## src/rtl/fetch_sequencer.sv

```systemverilog
// -----------------------------------------------------------------------------
// fetch_sequencer
//
// Front end of the core. It is the only driver of Program_Counter's WrPC and
// address_bus inputs. It fetches each word from the synchronous program memory,
// splits the word into opcode and operand, and hands the instruction to the
// execute stage. It then computes the next PC (increment or taken branch) and
// stops when it decodes the HALT opcode.
//
// Ports
//   clk           system clock, all state on the rising edge
//   rst_n         asynchronous active-low reset
//   Instr         program memory read data (valid one cycle after Addr settles)
//   exec_ready    execute stage accepts the presented instruction
//   branch_taken  sampled only at the handshake; next PC = Operand
//   WrPC          write strobe to Program_Counter
//   address_bus   next-PC value to Program_Counter
//   instr_valid   Op/Operand valid for the execute stage
//   Op            opcode field of the current instruction
//   Operand       operand/address field of the current instruction
//   halted        HALT decoded; sticky until reset
//   instr_count   completed handshakes, saturating at 16'hFFFF
//
// Handshake: instr_valid/exec_ready follow strict valid/ready rules. While
// instr_valid is high, Op and Operand hold stable and instr_valid stays high.
// The instruction transfers on the first rising edge where both are high.
// instr_valid only rises after the transfer has moved the FSM through
// UPDATE and a new word has been fetched.
//
// Every output is a flop. The FSM state is held in state_q, an enumerated
// register, so that checkers can bind to it directly.
// -----------------------------------------------------------------------------
module fetch_sequencer #(
    parameter int              AB      = 11,
    parameter int              OPW     = 5,
    parameter int              IW      = 16,
    parameter logic [OPW-1:0]  HALT_OP = '0
) (
    input  logic           clk,
    input  logic           rst_n,
    input  logic [IW-1:0]  Instr,
    input  logic           exec_ready,
    input  logic           branch_taken,
    output logic           WrPC,
    output logic [AB-1:0]  address_bus,
    output logic           instr_valid,
    output logic [OPW-1:0] Op,
    output logic [AB-1:0]  Operand,
    output logic           halted,
    output logic [15:0]    instr_count
);

    typedef enum logic [2:0] {
        S_INIT   = 3'd0,
        S_FETCH  = 3'd1,
        S_DECODE = 3'd2,
        S_ISSUE  = 3'd3,
        S_UPDATE = 3'd4,
        S_HALT   = 3'd5
    } state_t;

    state_t         state_q, state_d;
    logic [AB-1:0]  pc_q, pc_d;
    logic [AB-1:0]  next_q, next_d;

    logic           wrpc_d;
    logic [AB-1:0]  addr_d;
    logic           valid_d;
    logic [OPW-1:0] op_d;
    logic [AB-1:0]  operand_d;
    logic           halted_d;
    logic [15:0]    count_d;

    logic [AB-1:0]  pc_inc;
    logic [AB-1:0]  branch_target;

    // The increment wraps naturally at 2^AB.
    assign pc_inc        = pc_q + {{(AB-1){1'b0}}, 1'b1};
    assign branch_target = branch_taken ? Operand : pc_inc;

    // -------------------------------------------------------------------------
    // State and output registers
    // -------------------------------------------------------------------------
    always_ff @(posedge clk or negedge rst_n) begin
        if (!rst_n) begin
            state_q     <= S_INIT;
            pc_q        <= '0;
            next_q      <= '0;
            WrPC        <= 1'b0;
            address_bus <= '0;
            instr_valid <= 1'b0;
            Op          <= '0;
            Operand     <= '0;
            halted      <= 1'b0;
            instr_count <= '0;
        end else begin
            state_q     <= state_d;
            pc_q        <= pc_d;
            next_q      <= next_d;
            WrPC        <= wrpc_d;
            address_bus <= addr_d;
            instr_valid <= valid_d;
            Op          <= op_d;
            Operand     <= operand_d;
            halted      <= halted_d;
            instr_count <= count_d;
        end
    end

    // -------------------------------------------------------------------------
    // Next state and next registered outputs
    // -------------------------------------------------------------------------
    always_comb begin
        state_d   = state_q;
        pc_d      = pc_q;
        next_d    = next_q;
        wrpc_d    = 1'b0;
        addr_d    = address_bus;
        valid_d   = instr_valid;
        op_d      = Op;
        operand_d = Operand;
        halted_d  = halted;
        count_d   = instr_count;

        case (state_q)
            // Program_Counter has no reset. INIT loads it with 0.
            // Because WrPC is a flop, the first cycle after reset raises the
            // strobe and the second cycle lowers it. The strobe is therefore
            // high for exactly one cycle before FETCH.
            S_INIT: begin
                if (!WrPC) begin
                    wrpc_d = 1'b1;
                    addr_d = '0;
                end else begin
                    pc_d    = '0;
                    state_d = S_FETCH;
                end
            end

            // Addr is stable this cycle. The memory samples it on the
            // closing edge.
            S_FETCH: begin
                state_d = S_DECODE;
            end

            // Instr holds the word for pc_q.
            S_DECODE: begin
                if (Instr[IW-1:AB] == HALT_OP) begin
                    halted_d = 1'b1;
                    state_d  = S_HALT;
                end else begin
                    op_d      = Instr[IW-1:AB];
                    operand_d = Instr[AB-1:0];
                    valid_d   = 1'b1;
                    state_d   = S_ISSUE;
                end
            end

            // instr_valid is high only in this state. A handshake therefore
            // reduces to exec_ready here. branch_taken is ignored while
            // stalled.
            S_ISSUE: begin
                if (exec_ready) begin
                    next_d  = branch_target;
                    addr_d  = branch_target;
                    wrpc_d  = 1'b1;
                    valid_d = 1'b0;
                    if (instr_count != 16'hFFFF) begin
                        count_d = instr_count + 16'd1;
                    end
                    state_d = S_UPDATE;
                end
            end

            // Program_Counter loads address_bus on the closing edge. pc_q
            // follows it on the same edge, so pc_q tracks Addr from here on.
            S_UPDATE: begin
                pc_d    = next_q;
                state_d = S_FETCH;
            end

            S_HALT: begin
                state_d = S_HALT;
            end

            default: begin
                state_d = S_INIT;
            end
        endcase
    end

endmodule

```

## config.mk

```make
export PLATFORM = sky130hd
export DESIGN_NAME = fetch_sequencer
export DESIGN_NICKNAME = d
export VERILOG_FILES = /design/src/rtl/fetch_sequencer.sv
export SDC_FILE = /design/constraint.sdc
export NUM_CORES = 1
export LEC_CHECK = 0
export ABC_AREA = 1
export CAP_MARGIN = 15
export CORE_AREA = 2 2 69 97
export CTS_BUF_LIST = sky130_fd_sc_hd__clkbuf_2 sky130_fd_sc_hd__clkbuf_4 sky130_fd_sc_hd__clkbuf_8
export CTS_CLUSTER_DIAMETER = 100
export DETAILED_ROUTE_END_ITERATION = 10
export DIE_AREA = 0 0 71 99
export PLACE_DENSITY = 0.82
export SLEW_MARGIN = 20
export SYNTH_ARGS = -nofsm -noshare
export SYNTH_HDL_FRONTEND = slang
export SYNTH_SLANG_ARGS = --single-unit
```

## constraint.sdc

```tcl
create_clock -name clk -period 4.32 [get_ports clk]
set_input_delay 0.864 -clock clk [delete_from_list [all_inputs] [get_ports clk]]
set_output_delay 0.864 -clock clk [all_outputs]
set_load 0.01 [all_outputs]
```

==> Flow_metrics.wiki <==
{| class="wikitable"
! Metric !! Value
|-
| Highest clock rate || 0.433 GHz
|-
| Synth Area in Compound Gates || 7.03%
|-
| Post-synthesis sequential element count || 71
|-
| Critical path's largest stage delay || 0.60 ns
|-
| Class of the most critical hold timing path || reg -> reg
|-
| Count of different cell masters after synthesis || 27
|-
| Syn Inst Count || 434
|-
| Count of input and output buffers || 65
|-
| Worst hold path startpoint || halted$_DFFE_PN0P_
|-
| Number of buffers inserted by hold repair at cts || 0
|-
| Worst Max-Slew Pin Slew || 0.874 ns
|-
| Clock tree from TritonCTS || done
|-
| Gate power share || 37.0%
|-
| Number of clock sinks || 71
|-
| Period utilization || 53.5%
|-
| Post-CTS Repair Setup Buffers || 0
|-
| Total vias in the final route || 3186
|-
| Mux contribution to synthesized area || 0%
|-
| Die outline area || 7030 sq um
|-
| Max Cap Viol || 0
|-
| Initial core utilization || 56.2%
|-
| Post-synthesis share of cell area spent on xor and xnor gates || 2.27%
|-
| RSZ-0062 raised after global routing || false
|-
| Total area of multi-input combinational cells || 1450 sq um
|-
| Dominant combinational cell family by area after synthesis || simple AND/OR/NAND/NOR gates
|-
| Pin count of the biggest net entering global routing || 72
|-
| Routed WL per cell || 15.0 microns
|-
| Number of global-route vias before repair || 3105
|-
| Cell Int Power || 1.71 mW
|-
| Sw frac || 36.8%
|-
| Iteration-0 DRC count of the detailed router || 335
|-
| Core area || 6170 sq um
|-
| Clock Root Buffer || sky130_fd_sc_hd__clkbuf_8
|-
| Met3 usage || 4.70%
|-
| Most heavily used metal layer in global routing || met2
|-
| Critical path launch point || instr_count[7]$_DFFE_PN0P_
|-
| Net count of the mapped netlist || 456
|-
| Final number of setup-violating endpoints || 0
|-
| Power density over the cells || 618 nW/um^2
|-
| Critical register-to-register path startpoint || state_q[0]$_DFFE_PN0P_
|-
| I/O pins || 66
|-
| Number of fillers in the final layout || 474
|-
| Sum of negative setup slack || 0 ns
|-
| GR Layer Usage met2 || 44.4%
|-
| Met1 usage in global routing || 31.7%
|-
| Share of final-layout standard cells stronger than drive strength 1 || 6.73%
|-
| Final weighted congestion of routability-driven global placement || 0.837
|-
| Iteration count of the initial detailed-routing pass || 5
|-
| Final Hold Slack || 0.473 ns
|-
| Via-to-Cell Ratio || 5.52
|-
| Element type at the critical path end || output pin
|-
| Period minus WS final || 2.31 ns
|-
| Switching Power || 0.996 mW
|-
| Basic-gate share of the synthesized area counting and, or, nand and nor cells || 31.9%
|-
| Total Power || 2.71 mW
|-
| Post-Synthesis Cell Area || 3470 sq um
|-
| Bufs and invs on worst path || 1
|-
| Crit-path leading delay family || buffers and inverters
|-
| Final Slew Violations || 0
|-
| Antenna violations before repair || 0
|-
| Maximum fanout along the worst path || 6
|-
| Startpoint types || flop
|-
| Maximum vdd drop || 0.000304 V
|-
| Class of the most critical setup path || reg -> out
|-
| Global-route wire length before repair || 14.4 mm
|-
| Inserted Clock Buffers || 9
|-
| Die X-Extent || 71 microns
|-
| Relative contribution of the clock network to total power || 22.3%
|-
| Slew HR || 41.8%
|-
| Cell Chain, Critical Path || clkdlybuf4s50_1
|-
| Congestion Overflow GR || 0
|-
| Adder and majority cell fraction of the synthesized area || 0.722%
|-
| Die boundary height || 99 microns
|-
| Rows || 34
|-
| Final antenna-violating net count || 0
|-
| Clock network latency to the later pin of the worst-skew pair || 0.35 ns
|-
| Critical-path cell with the highest stage delay || sky130_fd_sc_hd__clkdlybuf4s50_1
|-
| Area overhead of the layout relative to synthesis || 26.3%
|-
| Post-Route Skew || 0.0110 ns
|-
| Outcome || complete, no violations
|-
| FF+latch area || 1780 sq um
|-
| Final count of hold timing violations || 0
|-
| Sequential element share of the synthesized area || 51.2%
|-
| Critical path required time || 3.46 ns
|-
| Seq pwr share || 40.7%
|-
| Leakage component of the power || 2.12 nW
|-
| Sum of net half-perimeters after detailed placement || 6.00 mm
|-
| Total DRC errors in the routed layout || 0
|-
| Count of yosys warnings during synthesis || 0
|-
| Maximum number of buffers from clock root to sink || 2
|-
| Data arrival time of the worst path || 1.45 ns
|-
| Overall global routing resource usage || 26.4%
|-
| H-tree depth || 3
|-
| # nets final || 522
|-
| ANT cells || 0
|-
| Clock transition time at the flip-flop clock pins of the worst setup and hold paths || 0.07 ns
|-
| # resized after CTS || 0
|-
| Average size of a mapped cell || 7.99 sq um
|-
| Total wire length || 8.66 mm
|}
==> sequential cells by signal (all words and copies together), names as in the netlist <==
signal,flops
pc_q,11
instr_count,16
WrPC,1
address_bus,11
Op,5
instr_valid,1
Operand,11
state_q,3
halted,1
next_q,11
==> synth_stat cells, drive strengths merged <==
cell type  count  share of area [%]
nand2        152                 17
o21a           1               0.22
xor2           5                1.3
inv           45                4.9
o22ai          9                1.6
nor3           1               0.29
nor2          35                4.4
clkbuf         3               0.32
or2            2               0.36
xnor2          4                1.0
o21ai         21                3.0
a21boi         4               0.87
ha             2               0.72
buf            9                1.7
dfrtp         71                 51
nand3         53                8.1
o211ai         2               0.43
nand4          9                1.6
a21oi          6               0.87
==> layout by cell type (no fill, tap or decap), types with 2 or more instances in the layout <==
cell,Yosys,routed
sky130_fd_sc_hd__xnor2_1,4,4
sky130_fd_sc_hd__clkinvlp_4,0,2
sky130_fd_sc_hd__nor2_1,31,31
sky130_fd_sc_hd__nor2_4,2,2
sky130_fd_sc_hd__nand3_1,50,50
sky130_fd_sc_hd__xor2_1,5,5
sky130_fd_sc_hd__ha_1,2,2
sky130_fd_sc_hd__clkdlybuf4s50_1,0,64
sky130_fd_sc_hd__buf_4,0,2
sky130_fd_sc_hd__or2_2,2,2
sky130_fd_sc_hd__nand2_4,3,3
sky130_fd_sc_hd__dfrtp_1,71,71
sky130_fd_sc_hd__bufinv_16,0,2
sky130_fd_sc_hd__nand4_1,9,9
sky130_fd_sc_hd__clkbuf_8,0,11
sky130_fd_sc_hd__nand2_1,148,148
sky130_fd_sc_hd__nand3_2,3,3
sky130_fd_sc_hd__o211ai_1,2,2
sky130_fd_sc_hd__o21ai_0,21,21
sky130_fd_sc_hd__nor2_2,2,2
sky130_fd_sc_hd__a21oi_1,6,6
sky130_fd_sc_hd__a21boi_0,3,3
sky130_fd_sc_hd__o22ai_1,9,9
sky130_fd_sc_hd__inv_1,44,44
==> cell type report <==
class                      count  share of cell area [%]
clock buffer                  11                    3.46
clock inverter                 5                    1.83
inverter                      45                    3.85
multi-input combinational    306                    33.2
sequential                    71                    40.5
tap                           72                    2.06
timing repair buffer          67                    15.1
==> logic make-up after synthesis <==
family | Yosys count
AOI/OAI and AO/OA | 43
xor gates and xnor gates | 9
and+or+nand+nor | 252
DFF | 71
buffers and inverters | 57
adders and majority gates | 2
==> power groups by stage <==
stage	clock network [mW]	registers, mW	logic [mW]
floorplan	0	1.12	0.520
detailed placement	0	1.10	0.994
finish	0.604	1.10	1.00
CTS	0.612	1.10	1.01
global route	0.636	1.13	1.11
global placement	0	1.10	0.967
==> through the flow <==
stage	area [sq um]	util, %	setup WS, ns	std cells
CTS	4380	71.0	1.99	577
global placement	4150	67.3	1.84	561
global route	4380	71.0	1.76	577
finish	4380	71.0	2.01	577
detailed placement	4150	67.3	1.75	561
floorplan	3470	-	2.59	434
==> layer usage <==
metal | routed length (microns) | vias to the layer above | share of wire [%]
li1 | - | 1528 | -
met1 | 3510 | 1487 | 41
met2 | 4320 | 133 | 50
met3 | 446 | 38 | 5.1
met4 | 384 | 0 | 4.4
met5 | 0 | - | 0
==> final timing paths <==
kind,depth (start not counted),to,slack [ns]
setup / recovery,1,instr_count[7],2.01
hold / removal,1,halted$_DFFE_PN0P_,0.47
setup reg to reg,3,Op[2]$_DFFE_PN0P_,2.05
hold reg to reg,1,halted$_DFFE_PN0P_,0.47
max in group asynchronous,2,instr_count[6]$_DFFE_PN0P_,3.04
min in group asynchronous,2,address_bus[0]$_DFFE_PN0P_,0.71
Power figures use the tool's default switching activity.
